## src/rtl/xc_sha3_fu.sv

```systemverilog
// -----------------------------------------------------------------------------
// xc_sha3_fu
// Execute-stage functional unit for the XCrypto SHA3 lane-index instructions
// (xc.sha3.xy / x1 / x2 / x4 / yx). Two-stage pipeline:
//   stage A : reduces rs1 and rs2 modulo 5 and captures op and shamt
//   stage B : combines the reduced coordinates into a lane index, shifts it
//             and holds it on the output until the consumer takes it
// Full throughput and back-pressure are handled by valid/ready handshakes on
// both sides.
//
// Ports:
//   g_clk, g_rst          core clock, synchronous active-high reset
//   flush                 pipeline flush (only with XC_SHA3_FU_FLUSH_EN)
//   in_valid / in_ready   operation handshake from dispatch
//   in_rs1, in_rs2        x and y coordinates (XLEN bits, unsigned)
//   in_shamt              post-shift amount (instruction bits [31:30])
//   in_op                 0=xy 1=x1 2=x2 3=x4 4=yx, 5..7 reserved
//   out_valid / out_ready result handshake to writeback
//   out_result            lane index << shamt, zero-extended to XLEN
//   out_bad_op            result came from a reserved op encoding
//
// Configuration macro: XC_SHA3_FU_FLUSH_EN adds the flush input.
// XLEN must be a multiple of 4 and greater than 8.
// -----------------------------------------------------------------------------
module xc_sha3_fu #(
   parameter int XLEN = 32
) (
   input  logic            g_clk,
   input  logic            g_rst,
`ifdef XC_SHA3_FU_FLUSH_EN
   input  logic            flush,
`endif
   input  logic            in_valid,
   output logic            in_ready,
   input  logic [XLEN-1:0] in_rs1,
   input  logic [XLEN-1:0] in_rs2,
   input  logic [1:0]      in_shamt,
   input  logic [2:0]      in_op,
   output logic            out_valid,
   input  logic            out_ready,
   output logic [XLEN-1:0] out_result,
   output logic            out_bad_op
);

   // Since 16 mod 5 == 1, a word is congruent to the sum of its nibbles,
   // which keeps the modulo operator on a narrow value.
   function automatic logic [2:0] mod5_word(input logic [XLEN-1:0] v);
      logic [15:0] sum;
      sum = 16'd0;
      for (int i = 0; i < XLEN / 4; i++) begin
         sum = sum + {12'd0, v[4*i +: 4]};
      end
      return 3'(sum % 16'd5);
   endfunction

   // Both operands are already below 5, so one conditional subtract suffices.
   function automatic logic [2:0] add_mod5(input logic [2:0] x, input logic [2:0] y);
      logic [3:0] s;
      s = {1'b0, x} + {1'b0, y};
      if (s >= 4'd5) begin
         s = s - 4'd5;
      end else begin
         s = s;
      end
      return s[2:0];
   endfunction

   logic       flush_s;
   logic       b_load_s;
   logic       in_ready_s;
   logic       in_xfer_s;

   logic       a_valid_q, a_valid_d;
   logic [2:0] a_x_q, a_x_d;
   logic [2:0] a_y_q, a_y_d;
   logic [2:0] a_op_q, a_op_d;
   logic [1:0] a_shamt_q, a_shamt_d;

   logic       b_valid_q, b_valid_d;
   logic [7:0] b_result_q, b_result_d;
   logic       b_bad_q, b_bad_d;

   logic [2:0] xi_s;
   logic [2:0] yi_s;
   logic       bad_s;
   logic [4:0] idx_s;
   logic [7:0] res_s;

   // Handshake and stage-advance control.
   always_comb begin
`ifdef XC_SHA3_FU_FLUSH_EN
      flush_s = flush;
`else
      flush_s = 1'b0;
`endif
      b_load_s   = a_valid_q && (!b_valid_q || out_ready);
      in_ready_s = (!a_valid_q || b_load_s) && !flush_s;
      in_xfer_s  = in_valid && in_ready_s;
   end

   // Stage B combine: coordinate arithmetic, lane index and post-shift.
   always_comb begin
      xi_s  = a_x_q;
      yi_s  = a_y_q;
      bad_s = 1'b0;
      case (a_op_q)
         3'd0: xi_s = a_x_q;
         3'd1: xi_s = add_mod5(a_x_q, 3'd1);
         3'd2: xi_s = add_mod5(a_x_q, 3'd2);
         3'd3: xi_s = add_mod5(a_x_q, 3'd4);
         3'd4: begin
            // yx: xi = b, yi = 2a + 3b (mod 5)
            xi_s = a_y_q;
            yi_s = add_mod5(add_mod5(a_x_q, a_x_q),
                            add_mod5(a_y_q, add_mod5(a_y_q, a_y_q)));
         end
         default: bad_s = 1'b1;
      endcase
      idx_s = {2'b00, xi_s} + {yi_s, 2'b00} + {2'b00, yi_s};
      if (bad_s) begin
         res_s = 8'd0;
      end else begin
         res_s = {3'b000, idx_s} << a_shamt_q;
      end
   end

   // Stage A next state: load on input transfer, empty when it hands to B.
   always_comb begin
      a_valid_d = a_valid_q;
      a_x_d     = a_x_q;
      a_y_d     = a_y_q;
      a_op_d    = a_op_q;
      a_shamt_d = a_shamt_q;
      if (flush_s) begin
         a_valid_d = 1'b0;
      end else if (in_xfer_s) begin
         a_valid_d = 1'b1;
         a_x_d     = mod5_word(in_rs1);
         a_y_d     = mod5_word(in_rs2);
         a_op_d    = in_op;
         a_shamt_d = in_shamt;
      end else if (b_load_s) begin
         a_valid_d = 1'b0;
      end else begin
         a_valid_d = a_valid_q;
      end
   end

   // Stage B next state: load from A, drain on output transfer, else hold.
   always_comb begin
      b_valid_d  = b_valid_q;
      b_result_d = b_result_q;
      b_bad_d    = b_bad_q;
      if (flush_s) begin
         b_valid_d = 1'b0;
      end else if (b_load_s) begin
         b_valid_d  = 1'b1;
         b_result_d = res_s;
         b_bad_d    = bad_s;
      end else if (out_ready) begin
         b_valid_d = 1'b0;
      end else begin
         b_valid_d = b_valid_q;
      end
   end

   // Pipeline registers with synchronous reset.
   always_ff @(posedge g_clk) begin
      if (g_rst) begin
         a_valid_q  <= 1'b0;
         a_x_q      <= 3'd0;
         a_y_q      <= 3'd0;
         a_op_q     <= 3'd0;
         a_shamt_q  <= 2'd0;
         b_valid_q  <= 1'b0;
         b_result_q <= 8'd0;
         b_bad_q    <= 1'b0;
      end else begin
         a_valid_q  <= a_valid_d;
         a_x_q      <= a_x_d;
         a_y_q      <= a_y_d;
         a_op_q     <= a_op_d;
         a_shamt_q  <= a_shamt_d;
         b_valid_q  <= b_valid_d;
         b_result_q <= b_result_d;
         b_bad_q    <= b_bad_d;
      end
   end

   assign in_ready   = in_ready_s;
   assign out_valid  = b_valid_q;
   assign out_result = {{(XLEN-8){1'b0}}, b_result_q};
   assign out_bad_op = b_bad_q;

endmodule

```

## config.mk

```make
export PLATFORM = sky130hd
export DESIGN_NAME = xc_sha3_fu
export DESIGN_NICKNAME = d
export VERILOG_FILES = /design/src/rtl/xc_sha3_fu.sv
export SDC_FILE = /design/constraint.sdc
export NUM_CORES = 1
export LEC_CHECK = 0
export CORE_MARGIN = 2
export CORE_UTILIZATION = 55
export DETAILED_ROUTE_END_ITERATION = 12
export PLACE_DENSITY = 0.83
export SLEW_MARGIN = 20
export SYNTH_ARGS = -nofsm -noshare
export SYNTH_HDL_FRONTEND = slang
export SYNTH_SLANG_ARGS = --single-unit
```

## constraint.sdc

```tcl
create_clock -name g_clk -period 10.9 [get_ports g_clk]
set_clock_uncertainty 0.05 [all_clocks]
set_input_delay 2.18 -clock g_clk [delete_from_list [all_inputs] [get_ports g_clk]]
set_output_delay 2.18 -clock g_clk [all_outputs]
set_load 0.1 [all_outputs]
```

==> impl_metrics.toml, run 1 <==
[die]
core-area_mm2 = 0.0107
dieArea_mm2 = 0.0117
die_h_um = 108
rows = 38
pin_count = 108
fp.dieW_um = 108
start_util_pct = 55.7

[final_layout]
antenna_cells = 0
finalNetCount = 1010
nFillCells = 901
final_core_util_pct = 65.0
final_layout_size_suffix_gt1_share_pct = 7.50
regArea_um2 = 440
layout.cells.non_filler = 980
multiInputGateArea_mm2 = 0.00485
area_growth_pct = 16.7

[clock_tree]
cts-htree-levels = 1
cts_sinks = 22
clk_pin_slew_ns = 0.09
cts_buffers = 3
clockRootBuffer = "clkbuf_8"
cts_tree = "yes"
clock_latency_ns = 0.27
clk_path_buf_depth = 2
hold_buffers = 0

[synth]
ys_seq_elements = 22
yosys.area_share.simple_pct = 19.3
syn-cell-area_mm2 = 0.00596
ys_seq_area_share_pct = 7.39
synth_area_leader_cell = "fa_1"
synth_edf_count = 0
synth.area.top_cells = "fa_1 (17%), ha_1 (9.7%), dfxtp_1 (7.4%), inv_1 (7.1%), a21oi_1 (3.8%)"
synth_top_family_by_area = "compound AO/OA/AOI/OAI gates"
synth.top_cell.area_share_pct = 16.8
synthMuxAreaShare_pct = 2.20
yosysWarnings = 0
postSynthCellCount = 768
synth_adder_area_share_pct = 26.6
synthFlopType = "dfxtp_1"
synth_cell_types = 94
syn_avg_cell_area_um2 = 7.76
synthXorXnorAreaFrac_pct = 2.50
synth-compound-area-share_pct = 28.6
synth-async-reset-ratio_pct = 0

[timing]
post-route-period-util_pct = 96.3
fmax_mhz = 95.3
rsz0062_at_grt = "yes"
whs_ns = 0.440
finalSetupViolations = 0
period_needed_ns = 10.49
worst_slew_pin_slew_ns = 0.982
finalHoldViolCount = 0
finalMaxSlewViolations = 0
max_slew_margin_pct = 34.3
fin_setup_tns_ns = 0

[detailed_routing]
via_per_inst = 5.92
routed_wl_mm = 14.6
drt_iter0_markers = 427
wl_per_cell_um = 14.9
drc_errors = 0
vias = 5801
ant_nets = 0
firstDrtPassIters = 7

[worst_hold_path]
hold_path_depth = 2
worstHoldStart = "b_result_q[4]"
whs_endpoint = "b_result_q[4]"
holdCritPathClass = "reg -> reg"

[critical_path]
rr_worst_depth = 29
crit_path_start_kind = "primary input"
cp_max_fo = 8
cp_top_family = "adder cells"
reg2reg_to = "b_result_q[5]"
setup.worst_path.class = "in -> reg"
endpoint_kind = "register"
critPathMaxStageDelay_ns = 0.55
critical_path_buf_inv_count = 7
regToRegStartpoint = "a_y_q[1]"
r2r_setup_slack_ns = 3.97
required_ns = 10.99
cpMaxStageDelayCell = "fa_1"
cp.arrival_ns = 10.58

[global_routing]
grt_pass1_wl_mm = 24.9
antenna_found_initial = 0
first_global_vias = 5547
grt_max_degree = 32
track_usage_pct = 25.2
grt_overflow_total = 0

[place]
dp.cells = 976
io_buffers = 83
hpwl_mm = 11.9
place.gp.congestion = 0.994

[status]
outcome = "complete, no violations"

[run]
maxCapViolations = 0
==> layout by cell type (no fill, tap or decap), types with 16 or more instances in the layout <==
| master | instances |
|---|---|
| inv_1 | 113 |
| clkdlybuf4s50_1 | 82 |
| nand2_1 | 58 |
| fa_1 | 49 |
| a21oi_1 | 45 |
| ha_1 | 45 |
| nor2_1 | 42 |
| o21ai_0 | 32 |
| conb_1 | 24 |
| dfxtp_1 | 22 |
| buf_4 | 21 |
| nand3_1 | 16 |
==> logic make-up after synthesis <==
group / count (synthesis)
simple gates: 219
flops: 22
buf+inv: 175
other cells: 1
compound gates: 224
mux: 13
xor+xnor: 17
fa+ha+maj: 97
==> per-layer routing <==
metal	GRT usage, %	part of all wire (%)
met1	33.3	42
met2	45.6	51
met3	3.07	6.1
met4	2.84	0.64
met5	0	0
==> cells in the mapped netlist (4+ instances only) <==
cell       instances
and3_1             6
a21oi_1           45
a211o_1            7
a21o_1            11
o21ai_0           34
o31ai_1            9
nand3_1           16
a2111oi_0          5
nor2_1            42
a31oi_1            8
o2111ai_1          5
clkbuf_1          18
fa_1              50
mux2i_1           12
nor3b_1            6
dfxtp_1           22
and2_1             6
nand2b_1          15
a221oi_1           5
xor2_1             4
buf_2              8
a211oi_1          11
inv_1            113
nand2_1           58
xnor2_1           13
nor2b_1           13
a211oi_2           4
or3_1              6
nor3_1            14
o211ai_1          10
o311ai_1           4
nor4_1             7
ha_1              46
o22ai_1            6
buf_4             28
nand4_1            4
==> per-stage QoR <==
| step | instance area, um^2 | setup slack, ns |
|---|---|---|
| 2_1_floorplan | 6040 | 0.737 |
| 3_3_place_gp | 6850 | 0.00333 |
| 3_5_place_dp | 6850 | -0.103 |
| 4_1_cts | 6920 | 0.168 |
| 5_1_grt | 6950 | -0.0344 |
| 6_report | 6950 | 0.408 |
==> area by class of cell <==
| cell class | instances | area share, % |
|---|---|---|
| Multi-Input combinational cell | 594 | 69.7 |
| Clock inverter | 1 | 0.432 |
| Inverter | 116 | 6.26 |
| Clock buffer | 3 | 0.594 |
| Timing Repair Buffer | 104 | 14.1 |
| Tap cell | 140 | 2.52 |
| Sequential cell | 22 | 6.33 |
==> sequential cells by signal, indices dropped and copies added, names as in the netlist <==
name / count
b_result_q: 8
a_op_q: 3
a_x_q: 3
a_y_q: 3
a_shamt_q: 2
a_valid_q: 1
out_bad_op: 1
out_valid: 1
==> what timing repair did <==
action	in CTS	in global routing
gates resized for setup	0	10
buffers inserted	0	0
endpoints found under the setup margin	0	6
==> how the worst max path moves through the flow <==
stage,start,endpoint,slack [ns],cells past startpoint
6_report,in_rs1[2],a_x_q[2],0.41,34
3_3_place_gp,in_rs2[2],a_y_q[1],0.003,34
2_1_floorplan,in_rs1[2],a_x_q[2],0.74,36
3_5_place_dp,in_rs2[2],a_y_q[1],-0.10,34
4_1_cts,in_rs2[2],a_y_q[1],0.17,34
5_1_grt,in_rs2[15],a_y_q[0],-0.03,35
==> worst min-delay path: stages, from the launching register on <==
cell and delay [ns]:
dfxtp_1 0.32, nand2_1 0.06, a21oi_1 0.06
Power of run 1 is not shown: default switching activity piles up to over one toggle a cycle in this logic, so the estimate is an artifact.
==> run 2: changes to the inputs <==
--- a/config.mk
+++ b/config.mk
@@ -9,7 +9,7 @@
 export CORE_UTILIZATION = 55
 export DETAILED_ROUTE_END_ITERATION = 12
 export PLACE_DENSITY = 0.83
-export SLEW_MARGIN = 20
+export SLEW_MARGIN = 10
 export SYNTH_ARGS = -nofsm -noshare
 export SYNTH_HDL_FRONTEND = slang
 export SYNTH_SLANG_ARGS = --single-unit
==> run 2 against run 1 <==
  * Die area unchanged
  * Fmax is essentially flat
  * Highest routed layer unchanged
  * Flip-flop and latch count stayed put
  * Cell area grew 0.50%
  * Routed wire length increased by 0.75%
  * Clock-buffer cell count stayed put
  * Via count increased by 0.22%
  * Hold slack lost 0.0026 ns
  * Register-to-register slack is essentially flat
  * Utilization up 0.33 points
  * First-iteration DRC count increased by 7.0%
  * Critical endpoint unchanged
==> impl_metrics.toml, run 2 (synthesized netlist as in run 1, its figures left out) <==
[final_layout]
antenna_cells = 0
layout.cells.non_filler = 981
area_growth_pct = 17.3
final_common_cell = "inv_1"
finalNetCount = 1011
largest_register_ffs = 8
final_cell_mix = "inv_1 (113), clkdlybuf4s50_1 (83), nand2_1 (58)"
finalInstanceArea_mm2 = 0.00699
nFillCells = 899
final_layout_size_suffix_gt1_share_pct = 7.73
largest_register = "b_result_q"

[global_routing]
grt_pass1_wl_mm = 24.9
grt_max_degree = 32
track_usage_pct = 25.2
antenna_found_initial = 0
first_global_vias = 5547
grt_overflow_total = 0

[timing]
finalMaxSlewViolations = 0
finalSetupViolations = 0
worst_slew_pin_slew_ns = 1.13
fin_setup_tns_ns = 0
period_needed_ns = 10.50
post-route-period-util_pct = 96.3
finalWorstSetupSlack_ns = 0.404
fmax_mhz = 95.3
max_slew_margin_pct = 24.6
finalHoldViolCount = 0

[clock_tree]
clk_path_buf_depth = 2
cts-htree-levels = 1
clockRootBuffer = "clkbuf_8"
cts_buffers = 3
clk_pin_slew_ns = 0.09
cts_tree = "yes"
cts_sinks = 22
clock_latency_ns = 0.27

[critical_path]
critPathMaxStageDelay_ns = 0.55
cp.arrival_ns = 10.56
r2r_setup_slack_ns = 3.96
critical_path_buf_inv_count = 7
setup.worst_path.class = "in -> reg"
crit_path_start_kind = "primary input"
endpoint_kind = "register"
cp_max_fo = 8
cpMaxStageDelayCell = "fa_1"
required_ns = 10.97
cp_top_family = "adder cells"

[place]
hpwl_mm = 11.9
io_buffers = 83
pre_cts_ws_ns = -0.103
place.gp.congestion = 0.994
dpl_cell_area_mm2 = 0.00685
dp.cells = 976

[detailed_routing]
via_per_inst = 5.93
vias = 5814
wl_per_cell_um = 15.0
drc_errors = 0
ant_nets = 0
routed_wl_mm = 14.7
drt_iter0_markers = 457
firstDrtPassIters = 5

[die]
die_h_um = 108
start_util_pct = 55.7
rows = 38
core-area_mm2 = 0.0107
fp.dieW_um = 108
dieArea_mm2 = 0.0117
pin_count = 108

[run]
maxCapViolations = 0

[status]
outcome = "complete, no violations"

[worst_hold_path]
holdCritPathClass = "reg -> reg"
## run 2: metrics by stage
step	hold slack (ns)	util, %
final	0.438	65.3
after global routing	0.454	65.3
after CTS	0.441	64.7
after detailed placement	0.423	64.0
after global placement	0.398	64.0
after floorplan	0.437	-
## run 2: metal layers
metal,track usage [%],part of all wire [%],up-vias
met3,3.07,5.7,16
met1,33.3,43,2767
li1,-,-,2826
met4,2.84,0.68,0
met2,45.6,51,205
met5,0,0,-
## run 2: final timing paths
kind / startpoint / depth (start not counted) / endpoint
max: in_rs1[2] / 34 / a_x_q[2]
min: b_result_q[4] / 2 / b_result_q[4]
max reg2reg: a_y_q[1] / 29 / b_result_q[5]
min reg2reg: b_result_q[4] / 2 / b_result_q[4]
## run 2: cell type report
class	count	area (um^2)	share of cell area (%)
Multi-Input combinational cell	594	4870	69.7
Timing Repair Buffer	105	996	14.2
Sequential cell	22	440	6.30
Inverter	116	435	6.23
Tap cell	140	175	2.51
Clock buffer	3	41.3	0.591
Clock inverter	1	30.0	0.430
## run 2: worst register-to-register path, delay by kind of cell (launching register included)
kind	cells	cell delay, ns
AO/OA/AOI/OAI	9	2.22
XOR/XNOR	4	0.71
adder cells (fa/ha/maj)	8	2.54
buffers and inverters	2	0.15
flip-flops	1	0.40
multiplexers	1	0.12
AND/OR/NAND/NOR	5	0.59
## run 2: repair_timing
action	in CTS	in global routing
gates resized for setup	0	14
setup buffers	0	1
endpoints found under the setup margin	0	6
hold buffers	0	0
Power of run 2 is left out for the same reason.
